File: config.mk
export PLATFORM = sky130hd
export DESIGN_NAME = fetch_stage
export DESIGN_NICKNAME = d
export VERILOG_FILES = /design/src/rtl/fetch_pkg.sv /design/src/rtl/sat_counter.sv /design/src/rtl/fetch_stage.sv
export SDC_FILE = /design/constraint.sdc
export NUM_CORES = 1
export LEC_CHECK = 0
export ABC_AREA = 1
export CAP_MARGIN = 20
export CORE_MARGIN = 1
export CORE_UTILIZATION = 49
export CTS_BUF_LIST = sky130_fd_sc_hd__clkbuf_2
export DETAILED_ROUTE_END_ITERATION = 10
export PLACE_DENSITY = 0.9
export SLEW_MARGIN = 30
export SYNTH_ARGS = -nofsm -noshare
export SYNTH_HDL_FRONTEND = slang
export SYNTH_SLANG_ARGS = --single-unit
export TNS_END_PERCENT = 50
File: constraint.sdc
create_clock -name clk_i -period 2.2 [get_ports clk_i]
set_input_delay 0.55 -clock clk_i [delete_from_list [all_inputs] [get_ports clk_i]]
set_output_delay 0.55 -clock clk_i [all_outputs]
set_load 0.005 [all_outputs]
File: src/rtl/fetch_pkg.sv
// Shared types and constants for the instruction-fetch stage.
package fetch_pkg;

    typedef enum logic [1:0] {
        IDLE,
        RUN,
        HALT
    } state_t;

    localparam int unsigned PC_W        = 32;
    localparam logic [31:0] NOP_BUBBLE  = 32'h0;
    localparam logic [31:0] WORD_STRIDE = 32'd4;

endpackage

File: src/rtl/sat_counter.sv
// Event counter that sticks at all-ones instead of wrapping.
module sat_counter #(
    parameter int unsigned W = 32
) (
    input  logic         clk,
    input  logic         rst_n,
    input  logic         inc,
    output logic [W-1:0] count
);

    always_ff @(posedge clk or negedge rst_n) begin
        if (!rst_n) begin
            count <= '0;
        end else if (inc && (count != '1)) begin
            count <= count + {{(W-1){1'b0}}, 1'b1};
        end
    end

endmodule

File: src/rtl/fetch_stage.sv
// Instruction-fetch stage: PC register, IF/ID pipeline register, run/halt FSM
// and saturating stall/flush counters.
module fetch_stage
    import fetch_pkg::*;
#(
    parameter logic [31:0] PC_RESET   = 32'h0,
    parameter int unsigned IMEM_DEPTH = 256,
    parameter int unsigned CNT_W      = 32
) (
    input  logic             clk_i,
    input  logic             rst_i,
    input  logic             start_i,
    input  logic             stall_i,
    input  logic             branch_i,
    input  logic [31:0]      branch_target_i,
    output logic [31:0]      imem_addr_o,
    input  logic [31:0]      imem_data_i,
    output logic [31:0]      pc_o,
    output logic [31:0]      ifid_pc_o,
    output logic [31:0]      ifid_instr_o,
    output logic             ifid_valid_o,
    output logic             halted_o,
    output logic [CNT_W-1:0] stall_cnt_o,
    output logic [CNT_W-1:0] flush_cnt_o
);

    localparam logic [PC_W-1:0] PC_LIMIT = PC_W'(4 * IMEM_DEPTH);

    state_t          state;
    logic [PC_W-1:0] pc_next;
    logic [PC_W-1:0] target;
    logic            stall_inc;
    logic            flush_inc;

    assign imem_addr_o = pc_o;
    assign pc_next     = pc_o + WORD_STRIDE;
    assign target      = {branch_target_i[31:2], 2'b00};

    // A branch always wins over a stall, so only unbranched stalls are counted.
    assign stall_inc = start_i & ~branch_i & stall_i;
    assign flush_inc = start_i & branch_i;

    always_ff @(posedge clk_i or negedge rst_i) begin
        if (!rst_i) begin
            state        <= IDLE;
            halted_o     <= 1'b0;
            pc_o         <= PC_RESET;
            ifid_pc_o    <= '0;
            ifid_instr_o <= NOP_BUBBLE;
            ifid_valid_o <= 1'b0;
        end else if (!start_i) begin
            if (state == RUN) begin
                state <= IDLE;
            end
        end else if (branch_i) begin
            pc_o         <= target;
            ifid_pc_o    <= '0;
            ifid_instr_o <= NOP_BUBBLE;
            ifid_valid_o <= 1'b0;
            if (target >= PC_LIMIT) begin
                state    <= HALT;
                halted_o <= 1'b1;
            end else begin
                state    <= RUN;
                halted_o <= 1'b0;
            end
        end else if (stall_i) begin
            if (state == IDLE) begin
                state <= RUN;
            end
        end else if (state == HALT) begin
            // Draining: downstream sees bubbles while the PC stays parked.
            ifid_pc_o    <= '0;
            ifid_instr_o <= NOP_BUBBLE;
            ifid_valid_o <= 1'b0;
        end else begin
            ifid_pc_o    <= pc_o;
            ifid_instr_o <= imem_data_i;
            ifid_valid_o <= 1'b1;
            pc_o         <= pc_next;
            if (pc_next >= PC_LIMIT) begin
                state    <= HALT;
                halted_o <= 1'b1;
            end else begin
                state    <= RUN;
            end
        end
    end

    sat_counter #(.W(CNT_W)) u_stall_cnt (
        .clk   (clk_i),
        .rst_n (rst_i),
        .inc   (stall_inc),
        .count (stall_cnt_o)
    );

    sat_counter #(.W(CNT_W)) u_flush_cnt (
        .clk   (clk_i),
        .rst_n (rst_i),
        .inc   (flush_inc),
        .count (flush_cnt_o)
    );

endmodule

==> results of run 1 <==
[layout make-up]
class / instances / area (µm²)
Fill cell: 1204 / 4270
Sequential cell: 161 / 4060
Multi-Input combinational cell: 699 / 3850
Timing Repair Buffer: 408 / 3580
Inverter: 129 / 487
Tap cell: 220 / 275
Clock inverter: 13 / 138
Clock buffer: 18 / 90.1
Antenna cell: 1 / 2.50
[per-stage QoR]
stage	total power, µW	cells	TNS [ns]
detailed placement	6120	1516	-0.501
global placement	6040	1516	-0.0539
global route	8610	1649	-0.465
finish	8280	1649	-0.294
CTS	7860	1634	-0.145
floorplan	4710	1058	0
[how the worst max path moves through the flow]
stage | from | to | slack (ns)
6_report | imem_addr_o[9] | halted_o | -0.12
5_1_grt | imem_addr_o[9] | halted_o | -0.16
4_1_cts | imem_addr_o[3] | halted_o | -0.05
3_5_place_dp | start_i | u_stall_cnt.count[14] | -0.12
3_3_place_gp | start_i | u_flush_cnt.count[26] | -0.02
2_1_floorplan | imem_addr_o[3] | halted_o | 0.35
[cells in the final DEF (no fill, tap or decap), types with 3 or more instances in the layout]
master           count
buf_6               13
or2_2                6
dfrtp_1            136
xnor2_1             17
nor3_2               5
nand2_1            164
dfrtp_2             25
o22ai_1             19
a31oi_1              3
nand2_4              5
nand3_1             34
a21oi_1             14
clkinv_1             4
nor2_4              13
dlygate4sd2_1      156
nand4_1             14
nor2_1              81
nor2_2              22
inv_1              121
clkdlybuf4s50_1     65
inv_6                3
nor4_1               5
clkinvlp_4           4
nor3_1              29
nand3_2              4
buf_12               6
xor2_1              49
buf_4              140
nand2_2             24
clkbuf_2            25
conb_1               4
clkdlybuf4s15_1     18
inv_2                5
o21ai_0            162
[worst max-delay path, cell delays in order, from the launching register on]
cell     delay (ns)
dfrtp_2        0.45
buf_4          0.12
buf_4          0.13
nand2_2        0.10
nor2_2         0.11
nand2_2        0.08
nor2_4         0.24
nand3_2        0.12
nand2_1        0.10
nand2_1        0.08
nor2_2         0.14
nand3_1        0.13
nor2_1         0.13
nand2_1        0.10
nand2_1        0.08
nand2_1        0.05
nand2_1        0.07
[logic make-up after synthesis]
group	Yosys count	synth area share [%]
simple gates	417	21.8
compound gates	207	12.8
buf+inv	198	10.5
flops	161	47.4
xor+xnor	68	7.01
fa+ha+maj	3	0.442
other cells	1	0.0441
[sequential cells by signal, summed over array words and instances (netlist names)]
signal	flops
state	2
imem_addr_o	30
halted_o	1
ifid_valid_o	1
ifid_pc_o	31
u_stall_cnt.count	32
ifid_instr_o	32
u_flush_cnt.count	32
[repair_timing]
action	4_1_cts	5_1_grt
resized for setup	229	116
setup endpoints to repair	188	39
hold endpoints to repair	48	0
buffers inserted	86	19
hold buffers	1	0
pin swaps	0	35
[per-layer routing]
layer  GRT usage [%]  routed length (µm)  share of wire (%)
met1            38.1               10700                 36
met2            55.7               14500                 49
met3            7.19                3180                 11
met4            12.2                1330                4.5
met5               0                   0                  0
[report_power, final]
part	total, µW	internal, µW	switching, µW
combinational	3060	1470	1590
sequential	3590	3310	280
clock	1640	520	1120
==> impl_metrics.toml, run 1 <==
[status]
status = "complete, but fails checks"
violations = "DRC, setup timing"

[floorplanning]
die_h_um = 134
fp.dieW_um = 134
die-area_um2 = 17900
io-pin-count = 263
start_util_pct = 50.7
rows = 47
core_um2 = 16800

[synthesis]
synth.top_cells.by_count = "nand2_1, o21ai_0, dfrtp_1"
synth_ff_type = "dfrtp_1"
avgSynthCellArea_um2 = 8.06
yosysSeqAreaShare_pct = 47.4
yosysMostFrequentCell = "nand2_1"
synth_cell_types = 43
syn_area_um2 = 8500
synth_edf_count = 0
synth_top_area_share_pct = 47.4
ys_warn_count = 0
post-synth-top-area-cell = "dfrtp_1"
synth_area_leaders = "dfrtp_1, o21ai_0, nand2_1"
synthCells = 1055
synth-async-reset-ratio_pct = 100
synth_seq_cells = 161

[timing]
finClkSkew_ns = 0.0595
hold_viol_final = 0
min_period_ns = 2.32
whs_ns = 0.240
layout_setup_ws_ns = -0.115
fin_crit_sh_pct = 105
slew_violations = 0
rsz0062_at_grt = "true"
setup_viol = 3
max_freq_ghz = 0.432

[worst_setup_path]
r2r-end = "halted_o"
path_class = "reg2reg"
r2r_slack_ns = -0.12
worstPathArrival_ns = 2.99
cp-start-kind = "flop"
regToRegStartpoint = "imem_addr_o[9]"
critPathCaptureType = "flop"
crit_required_ns = 2.88
critPathMaxFanout = 5
rr_worst_depth = 16

[pwr]
peakVddDrop_mv = 0.352
power_density_nw_per_um2 = 663
leakagePower_uw = 0.00645

[global_route]
antenna_found_initial = 1
grt_pass1_vias = 8742
grt_overflow = 0
grt_usage_pct = 31.9
grt_max_degree = 58
grt_first_pass_wirelength_um = 44200

[placed_design]
io_buffer_count = 256
pre_cts_ws_ns = -0.124
gp_congestion = 0.998
place_area_um2 = 11400
dp.final_hpwl_um = 19400

[cts]
cts_tree = "done"
insertion_delay_ns = 0.76
htreeDepth = 4
cts_sinks = 161
cts_root_buffer = "clkbuf_2"
cts_buffer_depth = 2
cts_buffers = 17
clkTransAtPathRegs_ns = 0.29

[route]
num_vias = 9257
drt-total-wl_um = 29700
drt-initial-drc-count = 940
wire_per_inst_um = 18.0
ant_nets = 0
route.detailed.drc = 1
routed_via_density = 5.61
first_pass_iters = 11

[cells_and_area]
fin_nets = 1488
syn_to_final_growth_pct = 47.0
design_area_um2 = 12500
post_route_cells_drive_above_1_share_pct = 22.0
final_core_util_pct = 74.5

[job]
cap_violations = 0

[min_path]
hp-class = "in2async"
No activity file was read; power rests on OpenSTA's default activity.
==> run 2: changes to the inputs <==
Settings changed: PLACE_DENSITY 0.9 to unset, PLACE_DENSITY_LB_ADDON set to 0.2.
==> impl_metrics.toml, run 2 (same netlist as run 1, synthesis figures left out) <==
[status]
status = "complete, but fails checks"
violations = "setup timing"

[route]
wl_met3_um = 1930
wire_per_inst_um = 16.4
route.detailed.drc = 0
ant_nets = 0
met1_length_um = 11300
highest_layer = "met4"
drt-initial-drc-count = 678
drt-total-wl_um = 26900
num_vias = 8593
first_pass_iters = 5
wl_met2_um = 12900
routed_via_density = 5.23

[floorplanning]
io-pin-count = 263
start_util_pct = 50.7
die_h_um = 134
fp.dieW_um = 134
rows = 47
core_um2 = 16800
die-area_um2 = 17900

[worst_setup_path]
cp-start-kind = "flop"
cp_cell_sequence = "buf_4 -> buf_4 -> nand2_1 -> nor2_1 -> nand2_1 -> nor2_4 -> nand2_1 -> nand2_1 -> nand3_1 -> nor2_2 -> nand2_1 -> nor2_1 -> nand2_1 -> nand3_2 -> nand2_1"
worst_path_max_delay_cell = "dfrtp_2"
critPathCaptureType = "flop"
critPathMaxFanout = 5
path_class = "reg2reg"
crit_path_frequent_cell = "nand2_1"
crit_required_ns = 2.80
cp_slowest_stage_delay_ns = 0.42
worstPathArrival_ns = 2.81

[global_route]
grt_usage_pct = 30.0
grt_first_pass_wirelength_um = 41400
antenna_found_initial = 1
grt_overflow = 0
grt_pass1_vias = 8104
grt_max_degree = 64

[timing]
max_slew_margin_pct = 60.6
rsz0062_at_grt = "true"
finClkSkew_ns = 0.0466
layout_setup_ws_ns = -0.00865
whs_ns = 0.351
min_period_ns = 2.21
max_freq_ghz = 0.453
tightest_slew_ns = 0.590
fin_crit_sh_pct = 100
slew_violations = 0
hold_viol_final = 0
setup_viol = 2

[pwr]
peakVddDrop_mv = 0.466
power_uw = 8090
leakagePower_uw = 0.00646
power_density_nw_per_um2 = 655

[cells_and_area]
final_common_cell = "nand2_1"
post_route_cells_drive_above_1_share_pct = 18.4
final_core_util_pct = 73.7
reg_top3 = "ifid_instr_o: 32 flops, u_flush_cnt.count: 32 flops, u_stall_cnt.count: 32 flops"
fill_cells = 1382
fin_nets = 1481
syn_to_final_growth_pct = 45.3
final_cell_mix = "nand2_1, o21ai_0, dlygate4sd2_1"

[cts]
cts_sinks = 161
insertion_delay_ns = 0.72
htreeDepth = 4
cts_root_buffer = "clkbuf_2"
clkTransAtPathRegs_ns = 0.26
cts_buffer_depth = 2
cts_tree = "done"
cts_buffers = 17

[min_path]
hp-class = "in2reg"

[placed_design]
io_buffer_count = 256
gp_congestion = 0.956
dp.final_hpwl_um = 18900

[job]
cap_violations = 0
[run 2: changes by cell type in the layout (fill, tap and decap cells not counted), moves of 6 or more]
cell / change
dfrtp_1: +6
nand2_2: -12
nor2_1: +13
buf_4: -13
clkdlybuf4s15_1: +7
nor2_2: -8
nand2_1: +14
dfrtp_2: -6
[run 2: per-layer routing]
metal  GRT usage [%]  vias to the layer above
met1            39.4                     4055
met5               0                        -
met3            5.90                       66
li1                -                     4095
met4            11.7                        0
met2            48.8                      377
[run 2: layout make-up]
cell class              count  area, µm²  area share, %
flip-flops and latches    161       4050           32.8
clock buffers              18       90.1          0.729
multi-input cells         699       3710           30.1
well taps                 220        275           2.23
diodes                      1       2.50         0.0203
repair buffers            401       3590           29.1
inverters                 129        487           3.94
clock inverters            14        140           1.13
[run 2: stage by stage]
stage          instance area, µm²  setup TNS [ns]  setup slack (ns)  std cells
2_1_floorplan                8510               0             0.347       1058
6_report                    12300         -0.0105          -0.00865       1643
4_1_cts                     12100               0           0.00111       1633
5_1_grt                     12300          -0.524            -0.122       1643
3_5_place_dp                11400          -0.377           -0.0726       1517
3_3_place_gp                11400          -0.118           -0.0261       1517
[run 2: where the power goes]
| group | internal [µW] | switching (µW) |
|---|---|---|
| Combinational | 1490 | 1490 |
| Clock | 522 | 1060 |
| Sequential | 3300 | 234 |
| Total | 5310 | 2780 |
[run 2: worst paths after layout]
kind                                  startpoint               endpoint  slack, ns  depth (start not counted)
setup / recovery                  imem_addr_o[8]               halted_o     -0.009                         15
hold / removal                    imem_data_i[1]        ifid_instr_o[1]       0.35                          3
setup reg to reg                  imem_addr_o[8]               halted_o     -0.009                         15
hold reg to reg            u_flush_cnt.count[25]  u_flush_cnt.count[25]       0.51                          1
max in group asynchronous                  rst_i        imem_addr_o[14]       1.17                          3
min in group asynchronous                  rst_i           ifid_pc_o[7]       0.36                          2
[run 2: timing repair]
| action | 4_1_cts | 5_1_grt |
|---|---|---|
| endpoints found under the setup margin | 186 | 50 |
| hold buffers | 1 | 0 |
| endpoints found under the hold margin | 53 | 0 |
| buffers inserted | 83 | 12 |
| resized for setup | 213 | 83 |
| pin swaps | 0 | 16 |
[run 2: worst max-delay path: cells and delay by family (launching register included)]
kind                   cells  cell delay, ns
and+or+nand+nor           13            1.45
DFF                        1            0.42
buffers and inverters      2            0.24
==> run 3: changes to the inputs <==
Clock period 2.2 ns to 2.1 ns, I/O delays scaled along.
==> impl_metrics.toml, run 3 (same netlist as run 1, synthesis figures left out) <==
[global_route]
grt_overflow = 0
grt_pass1_vias = 8479
grt_first_pass_wirelength_um = 43400
antenna_found_initial = 2
grt_max_degree = 64
grt_usage_pct = 31.4

[route]
num_vias = 9039
first_pass_iters = 5
drt-initial-drc-count = 646
ant_nets = 0
drt-total-wl_um = 28200
wire_per_inst_um = 16.8
route.detailed.drc = 0
routed_via_density = 5.40

[cts]
cts_root_buffer = "clkbuf_2"
htreeDepth = 4
clkTransAtPathRegs_ns = 0.26
cts_buffer_depth = 2
cts_sinks = 161
cts_buffers = 17
insertion_delay_ns = 0.75
cts_tree = "done"

[floorplanning]
die_h_um = 134
io-pin-count = 263
core_um2 = 16800
start_util_pct = 50.7
die-area_um2 = 17900
rows = 47
fp.dieW_um = 134

[timing]
min_period_ns = 2.13
whs_ns = 0.205
fin_crit_sh_pct = 101
max_freq_ghz = 0.469
hold_viol_final = 0
rsz0062_at_grt = "true"
setup_viol = 2
finClkSkew_ns = 0.0393
slew_violations = 0
layout_setup_ws_ns = -0.0303

[placed_design]
place_area_um2 = 11600
dp.cells = 1538
dp.final_hpwl_um = 19200
gp_congestion = 0.922
io_buffer_count = 256

[cells_and_area]
final_common_cell = "nand2_1"
design_area_um2 = 12700
fin_nets = 1513
post_route_cells_drive_above_1_share_pct = 24.4
fin_cells = 1675
reg_top3 = "ifid_instr_o: 32 flops, u_flush_cnt.count: 32 flops, u_stall_cnt.count: 32 flops"
syn_to_final_growth_pct = 49.5
final_cell_mix = "nand2_1, o21ai_0, buf_4"
regArea_um2 = 4050
multi_input_area_um2 = 3880
fill_cells = 1284

[pwr]
peakVddDrop_mv = 0.480
switchingPower_uw = 3100
seqPwrFrac_pct = 42.0
p_comb_share_pct = 37.5
leakagePower_uw = 0.00655
p_int_uw = 5770
swShare_pct = 34.9
pwr-share-clk_pct = 20.5
power_uw = 8870
power_density_nw_per_um2 = 698

[worst_setup_path]
cp-start-kind = "flop"
crit_required_ns = 2.74
critPathMaxFanout = 3
worstPathArrival_ns = 2.77
critPathCaptureType = "flop"
path_class = "reg2reg"

[min_path]
hp-class = "in2async"

[status]
violations = "setup timing"
status = "complete, but fails checks"

[job]
cap_violations = 0
==> run 3: cell type report <==
type | instances | share of cell area [%]
Clock buffer | 17 | 0.670
Antenna cell | 2 | 0.0394
Tap cell | 220 | 2.17
Inverter | 129 | 3.87
Clock inverter | 14 | 1.30
Multi-Input combinational cell | 699 | 30.6
Sequential cell | 161 | 31.9
Timing Repair Buffer | 433 | 29.5
==> run 3: timing repair <==
| item | in CTS | in global routing |
|---|---|---|
| setup endpoints to repair | 193 | 99 |
| hold endpoints to repair | 69 | 0 |
| pin swaps | 0 | 38 |
| gates resized for setup | 280 | 146 |
| setup buffers | 89 | 19 |
| hold buffers | 1 | 0 |
| gates cloned | 0 | 0 |
==> run 3: power groups by stage <==
stage | combinational [µW] | sequential [µW] | clock (µW)
global placement | 2620 | 3860 | 0
floorplan | 1070 | 3860 | 0
detailed placement | 2650 | 3870 | 0
CTS | 3020 | 3700 | 1820
global route | 3580 | 3760 | 1950
finish | 3330 | 3730 | 1810
==> run 3: worst max-delay path: stages, from the launching register on <==
cell,delay (ns)
dfrtp_1,0.42
buf_4,0.12
buf_4,0.13
nand2_4,0.07
nor2_4,0.18
nand2_1,0.12
o21bai_1,0.15
nand2_1,0.09
nor2_1,0.11
nand2_1,0.09
nor2_2,0.14
nand2_1,0.07
nor2_2,0.12
nand2_2,0.08
nand3_2,0.07
nand2_1,0.05
==> run 3: worst paths after layout <==
check / start / to / slack (ns) / cells past startpoint
setup / recovery: imem_addr_o[6] / state[1] / -0.03 / 15
hold / removal: rst_i / u_flush_cnt.count[15] / 0.20 / 2
setup reg to reg: imem_addr_o[6] / state[1] / -0.03 / 15
hold reg to reg: u_flush_cnt.count[25] / u_flush_cnt.count[25] / 0.50 / 1
max in group asynchronous: rst_i / u_flush_cnt.count[9] / 1.15 / 3
min in group clk_i: branch_target_i[3] / imem_addr_o[3] / 0.31 / 3
==> run 3: routing by layer <==
| metal | up-vias | share of wire, % | GRT usage, % |
|---|---|---|---|
| li1 | 4149 | - | - |
| met1 | 4273 | 40 | 41.2 |
| met2 | 519 | 47 | 50.3 |
| met4 | 0 | 4.3 | 14.1 |
| met5 | - | 0 | 0 |
| met3 | 98 | 8.6 | 6.13 |
==> run 3: stage by stage <==
step                      utilization (%)  setup WS (ns)  TNS (ns)
final                                75.8        -0.0303   -0.0574
after global routing                 75.8         -0.201    -0.757
after CTS                            73.7         -0.155    -0.655
after detailed placement             69.0         -0.151     -3.79
after global placement               69.0         -0.154     -1.43
after floorplan                         -          0.247         0
